**src/rtl/deadlock_pkg.sv**
```systemverilog
// Shared types and helpers for the dataflow deadlock detection units.
package deadlock_pkg;

    // Widest process vector the helper function handles.
    localparam int MAX_PROC = 32;

    // IDLE: not blocked; WAIT: counting blocked cycles; PROBE: own probe in
    // flight; DL: own probe came back; TRACE: global deadlock reporting.
    typedef enum logic [2:0] {
        IDLE  = 3'd0,
        WAIT  = 3'd1,
        PROBE = 3'd2,
        DL    = 3'd3,
        TRACE = 3'd4
    } dl_state_e;

    // One-hot of the lowest set bit of v; zero in gives zero out.
    function automatic logic [MAX_PROC-1:0] lowest_set_bit(input logic [MAX_PROC-1:0] v);
        logic [MAX_PROC-1:0] r;
        r = '0;
        for (int i = MAX_PROC - 1; i >= 0; i--) begin
            if (v[i]) begin
                r    = '0;
                r[i] = 1'b1;
            end
        end
        return r;
    endfunction

endpackage

```
**src/rtl/deadlock_dst_sel.sv**
```systemverilog
// Picks the process a probe or trace token is sent to: the lowest-numbered
// process this one waits on, never itself.
module deadlock_dst_sel
    import deadlock_pkg::*;
#(
    parameter int N       = 2,
    parameter int SELF_ID = 0
) (
    input  logic [N-1:0] dep_vec,
    output logic [N-1:0] dst,
    output logic         mask_nz
);

    logic [N-1:0]        masked;
    logic [MAX_PROC-1:0] wide_in;
    logic [MAX_PROC-1:0] wide_out;

    // Drop the self-dependency, then priority-encode the remaining waits.
    always_comb begin
        masked          = dep_vec;
        masked[SELF_ID] = 1'b0;
        wide_in         = '0;
        wide_in[N-1:0]  = masked;
        wide_out        = lowest_set_bit(wide_in);
        dst             = wide_out[N-1:0];
        mask_nz         = |wide_out;
    end

endmodule

```
**src/rtl/deadlock_detect_unit.sv**
```systemverilog
// Per-process deadlock detector: launches a probe after a run of blocked
// cycles, forwards foreign probes along its wait edge, declares a local
// deadlock when its own probe returns, and takes part in trace reporting.
//
// Token signalling: probe_out/probe_dst and trace_out/probe_dst are
// single-cycle registered pulses with no back-pressure; a token is consumed
// by its receiver in the cycle it is presented, or it is lost.
module deadlock_detect_unit
    import deadlock_pkg::*;
#(
    parameter int PROC_NUM        = 2,
    parameter int PROC_ID         = 0,
    parameter int BLOCK_THRESHOLD = 16,
    parameter int PROBE_TIMEOUT   = 8
) (
    input  logic                reset,
    input  logic                clock,
    input  logic [PROC_NUM-1:0] dep_vec,
    input  logic [PROC_NUM-1:0] probe_in,
    output logic [PROC_NUM-1:0] probe_out,
    output logic [PROC_NUM-1:0] probe_dst,
    input  logic                dl_detect_in,
    input  logic [PROC_NUM-1:0] origin,
    input  logic                token_clear,
    input  logic                trace_in,
    output logic                trace_out,
    output logic                dl_out,
    output dl_state_e           dbg_state
);

    localparam int BLK_W = $clog2(BLOCK_THRESHOLD) + 1;
    localparam int TO_W  = $clog2(PROBE_TIMEOUT) + 1;

    localparam logic [BLK_W-1:0]    BLK_LAST = BLK_W'(BLOCK_THRESHOLD - 1);
    localparam logic [BLK_W-1:0]    BLK_ONE  = BLK_W'(1);
    localparam logic [BLK_W-1:0]    BLK_MAX  = '1;
    localparam logic [TO_W-1:0]     TO_LAST  = TO_W'(PROBE_TIMEOUT - 1);
    localparam logic [TO_W-1:0]     TO_MAX   = '1;
    localparam logic [PROC_NUM-1:0] OWN_BIT  = PROC_NUM'(1) << PROC_ID;

    dl_state_e           state_q, state_d;
    logic [BLK_W-1:0]    blk_cnt_q, blk_cnt_d;
    logic [TO_W-1:0]     to_cnt_q, to_cnt_d;
    logic [PROC_NUM-1:0] probe_out_q, probe_out_d;
    logic [PROC_NUM-1:0] probe_dst_q, probe_dst_d;
    logic                trace_out_q, trace_out_d;
    logic                origin_held_q, origin_held_d;

    logic [PROC_NUM-1:0] dst;
    logic                mask_nz;
    logic                fwd_ok;
    logic                is_origin;

    deadlock_dst_sel #(
        .N       (PROC_NUM),
        .SELF_ID (PROC_ID)
    ) u_dst_sel (
        .dep_vec (dep_vec),
        .dst     (dst),
        .mask_nz (mask_nz)
    );

    // Next-state, token pulses and the combinational deadlock flag.
    always_comb begin
        state_d       = state_q;
        blk_cnt_d     = blk_cnt_q;
        to_cnt_d      = to_cnt_q;
        probe_out_d   = '0;
        probe_dst_d   = '0;
        trace_out_d   = 1'b0;
        origin_held_d = origin_held_q;
        dl_out        = 1'b0;
        is_origin     = |(origin & OWN_BIT);

        // Foreign probes only travel while this process is still blocked.
        fwd_ok = (state_q == IDLE || state_q == WAIT || state_q == PROBE) &&
                 !dl_detect_in && mask_nz &&
                 (probe_in != '0) && (probe_in != OWN_BIT);
        if (fwd_ok) begin
            probe_out_d = probe_in;
            probe_dst_d = dst;
        end

        if (dl_detect_in && state_q != TRACE) begin
            // Global deadlock overrides everything; probing stops for good.
            state_d   = TRACE;
            blk_cnt_d = '0;
            to_cnt_d  = '0;
        end else begin
            case (state_q)
                IDLE: begin
                    if (mask_nz) begin
                        state_d   = WAIT;
                        blk_cnt_d = BLK_ONE;
                    end
                end
                WAIT: begin
                    if (!mask_nz) begin
                        state_d   = IDLE;
                        blk_cnt_d = '0;
                    end else if (blk_cnt_q == BLK_LAST) begin
                        // Own launch takes the output slot over any forward.
                        probe_out_d = OWN_BIT;
                        probe_dst_d = dst;
                        state_d     = PROBE;
                        to_cnt_d    = '0;
                    end else if (blk_cnt_q != BLK_MAX) begin
                        blk_cnt_d = blk_cnt_q + 1'b1;
                    end
                end
                PROBE: begin
                    if (!mask_nz) begin
                        state_d   = IDLE;
                        blk_cnt_d = '0;
                        to_cnt_d  = '0;
                    end else if (probe_in == OWN_BIT) begin
                        state_d = DL;
                    end else if (to_cnt_q == TO_LAST) begin
                        state_d   = WAIT;
                        blk_cnt_d = '0;
                    end else if (to_cnt_q != TO_MAX) begin
                        to_cnt_d = to_cnt_q + 1'b1;
                    end
                end
                DL: begin
                    dl_out = 1'b1;
                end
                TRACE: begin
                    dl_out = trace_in && !is_origin;
                    if (token_clear) begin
                        origin_held_d = 1'b0;
                    end else if (is_origin) begin
                        trace_out_d   = 1'b1;
                        probe_dst_d   = dst;
                        origin_held_d = 1'b1;
                    end else if (trace_in && !origin_held_q) begin
                        trace_out_d = 1'b1;
                        probe_dst_d = dst;
                    end
                end
                default: begin
                    state_d = IDLE;
                end
            endcase
        end
    end

    // State, counters and registered token outputs.
    always_ff @(posedge clock or negedge reset) begin
        if (!reset) begin
            state_q       <= IDLE;
            blk_cnt_q     <= '0;
            to_cnt_q      <= '0;
            probe_out_q   <= '0;
            probe_dst_q   <= '0;
            trace_out_q   <= 1'b0;
            origin_held_q <= 1'b0;
        end else begin
            state_q       <= state_d;
            blk_cnt_q     <= blk_cnt_d;
            to_cnt_q      <= to_cnt_d;
            probe_out_q   <= probe_out_d;
            probe_dst_q   <= probe_dst_d;
            trace_out_q   <= trace_out_d;
            origin_held_q <= origin_held_d;
        end
    end

    assign probe_out = probe_out_q;
    assign probe_dst = probe_dst_q;
    assign trace_out = trace_out_q;
    assign dbg_state = state_q;

endmodule

```
**config.mk**
```make
export PLATFORM = sky130hd
export DESIGN_NAME = deadlock_detect_unit
export DESIGN_NICKNAME = d
export VERILOG_FILES = /design/src/rtl/deadlock_pkg.sv /design/src/rtl/deadlock_dst_sel.sv /design/src/rtl/deadlock_detect_unit.sv
export SDC_FILE = /design/constraint.sdc
export NUM_CORES = 1
export LEC_CHECK = 0
export ABC_AREA = 1
export CORE_UTILIZATION = 37
export DETAILED_ROUTE_END_ITERATION = 10
export PLACE_DENSITY = 0.55
export SYNTH_ARGS = -nofsm -noshare
export SYNTH_HDL_FRONTEND = slang
export SYNTH_SLANG_ARGS = --single-unit
```
**constraint.sdc**
```tcl
create_clock -name clock -period 1.95 [get_ports clock]
set_input_delay 0.39 -clock clock [delete_from_list [all_inputs] [get_ports clock]]
set_output_delay 0.39 -clock clock [all_outputs]
set_load 0.005 [all_outputs]
```
==> results.sh <==
export IMPL_grt_total_usage_pct=17.3
export IMPL_fin_nets=203
export IMPL_dp_cells=224
export IMPL_clk_pin_slew_worst_paths_ps=100
export IMPL_synthSimpleGateAreaFrac_pct=45.0
export IMPL_rsz0062_at_grt="no"
export IMPL_path_class="reg -> out"
export IMPL_pwr_share_comb_pct=10.8
export IMPL_path_max_fanout=4
export IMPL_clock_skew_ps=1.42
export IMPL_synth_most_common_cell="nand2_1"
export IMPL_area_growth_pct=25.4
export IMPL_ctsHoldBuffers=0
export IMPL_synth_edf_count=0
export IMPL_intPower_uw=474
export IMPL_leakagePower_uw=0.000770
export IMPL_ys_seq_elements=17
export IMPL_routed_top_layer="met4"
export IMPL_p_clk_share_pct=31.6
export IMPL_drt_met1_wl_um=1330
export IMPL_path_cells="nor2_4 -> nand2_4 -> nand2_8 -> inv_1 -> a21oi_1 -> dlygate4sd2_1"
export IMPL_cts_tree="yes"
export IMPL_synth_xor_area_share_pct=2.87
export IMPL_cp_end_kind="primary output"
export IMPL_status="completed"
export IMPL_insertion_delay_ps=300
export IMPL_post_drt_wl_per_cell_um=11.3
export IMPL_maxCapViolCount=0
export IMPL_yosysWarnings=0
export IMPL_hold_viol=0
export IMPL_placementRows=20
export IMPL_synth_top_area_cell="dfrtp_1"
export IMPL_ys_types=26
export IMPL_first_pass_iters=4
export IMPL_met3_length_um=47
export IMPL_dp_hpwl_um=2070
export IMPL_cts_root_buf="clkbuf_4"
export IMPL_netlist_instances=158
export IMPL_min_period_over_period_pct=94.1
export IMPL_hold_class="in -> async"
export IMPL_clockBufferDepth=2
export IMPL_gp_congestion=0.832
export IMPL_synth_area_leaders="dfrtp_1, nand2_1, nand3_1"
export IMPL_worstPathRequired_ps=1560
export IMPL_synth_top_family_by_area="simple AND/OR/NAND/NOR gates"
export IMPL_synth_async_reset_ratio_pct=100
export IMPL_die_w_um=59.5
export IMPL_antenna_left=0
export IMPL_synthFlopType="dfrtp_1"
export IMPL_remaining_drc_errors=0
export IMPL_yosysSeqAreaShare_pct=34.8
export IMPL_layout_min_cycle_time_ps=1830
export IMPL_netlist_top_cells_count="nand2_1, nand3_1, dfrtp_1"
export IMPL_die_height_um=59.5
export IMPL_p_per_area_mw_per_mm2=413
export IMPL_syn_area_per_cell_um2=7.73
export IMPL_grt_pass1_vias=1041
export IMPL_setup_viol=0
export IMPL_die_area_mm2=0.00353
export IMPL_synth_area_mm2=0.00122
export IMPL_antenna_cells=0
export IMPL_synthAdderAreaFrac_pct=4.10
export IMPL_grt_overflow_total=0
export IMPL_p_switching_uw=158
export IMPL_fin_cells=231
export IMPL_drt_iter0_drc=28
export IMPL_io_buffers=16
export IMPL_drive_above_1_share_pct=21.9
export IMPL_tns_ps=0
export IMPL_slew_violations=0
export IMPL_route_met2_wl_um=1190
export IMPL_crit_path_top_delay_cell="dfrtp_1"
export IMPL_vdd_drop_max_mv=0.228
export IMPL_vias=1083
export IMPL_grt_pass1_wl_um=4550
export IMPL_cts_buffers_inserted=3
export IMPL_syn_nets=173
export IMPL_start_kind="flip-flop"
export IMPL_arrival_ps=1440
export IMPL_synth_compound_area_share_pct=5.53
export IMPL_wl_um=2610
export IMPL_power_frac_seq_pct=57.7
export IMPL_ctsHtreeMaxLevel=1
export IMPL_max_freq_mhz=545
export IMPL_cts_num_sinks=17
export IMPL_synth_mux_area_fraction_pct=0
export IMPL_slowest_delay_ps=420
export IMPL_critPathTopFamily="flip-flops"
export IMPL_core_area_mm2=0.00310
export IMPL_sw_frac_of_total_pct=25.0
export IMPL_vias_per_cell=4.69
export IMPL_grt_antenna_before_repair=0
export IMPL_crit_buf_inv=2
export IMPL_initial_core_util_pct=39.4
export IMPL_grt_max_degree=18
export IMPL_synth_top_area_share_pct=34.8
export IMPL_io_pins=20
export IMPL_hold_slack_ps=412
[power by group through the flow]
stage               combinational, uW  sequential [uW]  clock, uW
finish                           68.1              364        199
global route                     78.0              366        218
CTS                              69.7              364        204
detailed placement               70.1              371          0
global placement                 69.3              371          0
floorplan                        25.9              371          0
[cells in the final DEF, fill, tap and decap left out, types with 2 or more instances in the layout]
master,n
xor2_1,2
nor2_8,2
nor2_2,2
o21ai_0,2
nor2_1,16
nand3_1,20
nand2_2,5
clkbuf_4,3
nand2_1,38
inv_2,4
inv_1,14
buf_4,12
ha_1,3
dfrtp_1,17
nand4_1,5
a21oi_1,6
xnor2_1,2
nand2_4,6
clkdlybuf4s50_1,15
nand3_2,2
[state kept, by name, summed over array words and instances (netlist names)]
| name | cells |
|---|---|
| probe_out | 2 |
| probe_dst | 1 |
| to_cnt_q | 4 |
| trace_out | 1 |
| origin_held_q | 1 |
| dbg_state | 3 |
| blk_cnt_q | 5 |
[final timing paths]
| path | cells after the start | to | slack, ps | start |
|---|---|---|---|---|
| max | 6 | dl_out | 120 | dbg_state[0] |
| min | 2 | origin_held_q | 410 | reset |
| max reg2reg | 11 | blk_cnt_q[3] | 130 | blk_cnt_q[0] |
| min reg2reg | 2 | origin_held_q | 510 | origin_held_q |
| max in group asynchronous | 2 | blk_cnt_q[2] | 1350 | reset |
| min in group clock | 2 | origin_held_q | 510 | origin_held_q |
[cell type report]
class                      count  area [um^2]
fill                         349         1570
clock buffer                   4         26.3
sequential                    17          425
multi-input combinational    120          708
timing repair buffer          28          249
inverter                      18         67.6
tap                           44         55.1
[kinds of logic after synthesis]
family | Yosys count
AOI/OAI and AO/OA | 11
xor gates and xnor gates | 4
adders and majority gates | 4
buffers and inverters | 21
DFF | 17
other | 1
and+or+nand+nor | 100
[through the flow]
stage / setup slack (ps) / total power, uW / instance area [um^2] / utilization, %
global placement: -105 / 441 / 1480 / 47.7
floorplan: 261 / 397 / 1220 / -
finish: 116 / 632 / 1530 / 49.4
CTS: 39.4 / 638 / 1520 / 49.0
global route: 8.91 / 661 / 1530 / 49.4
detailed placement: -132 / 442 / 1480 / 47.7
[per-layer routing]
layer  vias up  track usage, %
met3         5            1.97
met4         0            7.14
li1        566               -
met5         -               0
met1       504            23.5
met2         8            27.9
[repair_timing]
item                       4_1_cts  5_1_grt
gates resized for setup          1        1
pin swaps                        1        1
setup buffers                    2        1
setup endpoints to repair        1        5
gates cloned                     0        0
Power figures use the tool's default switching activity.
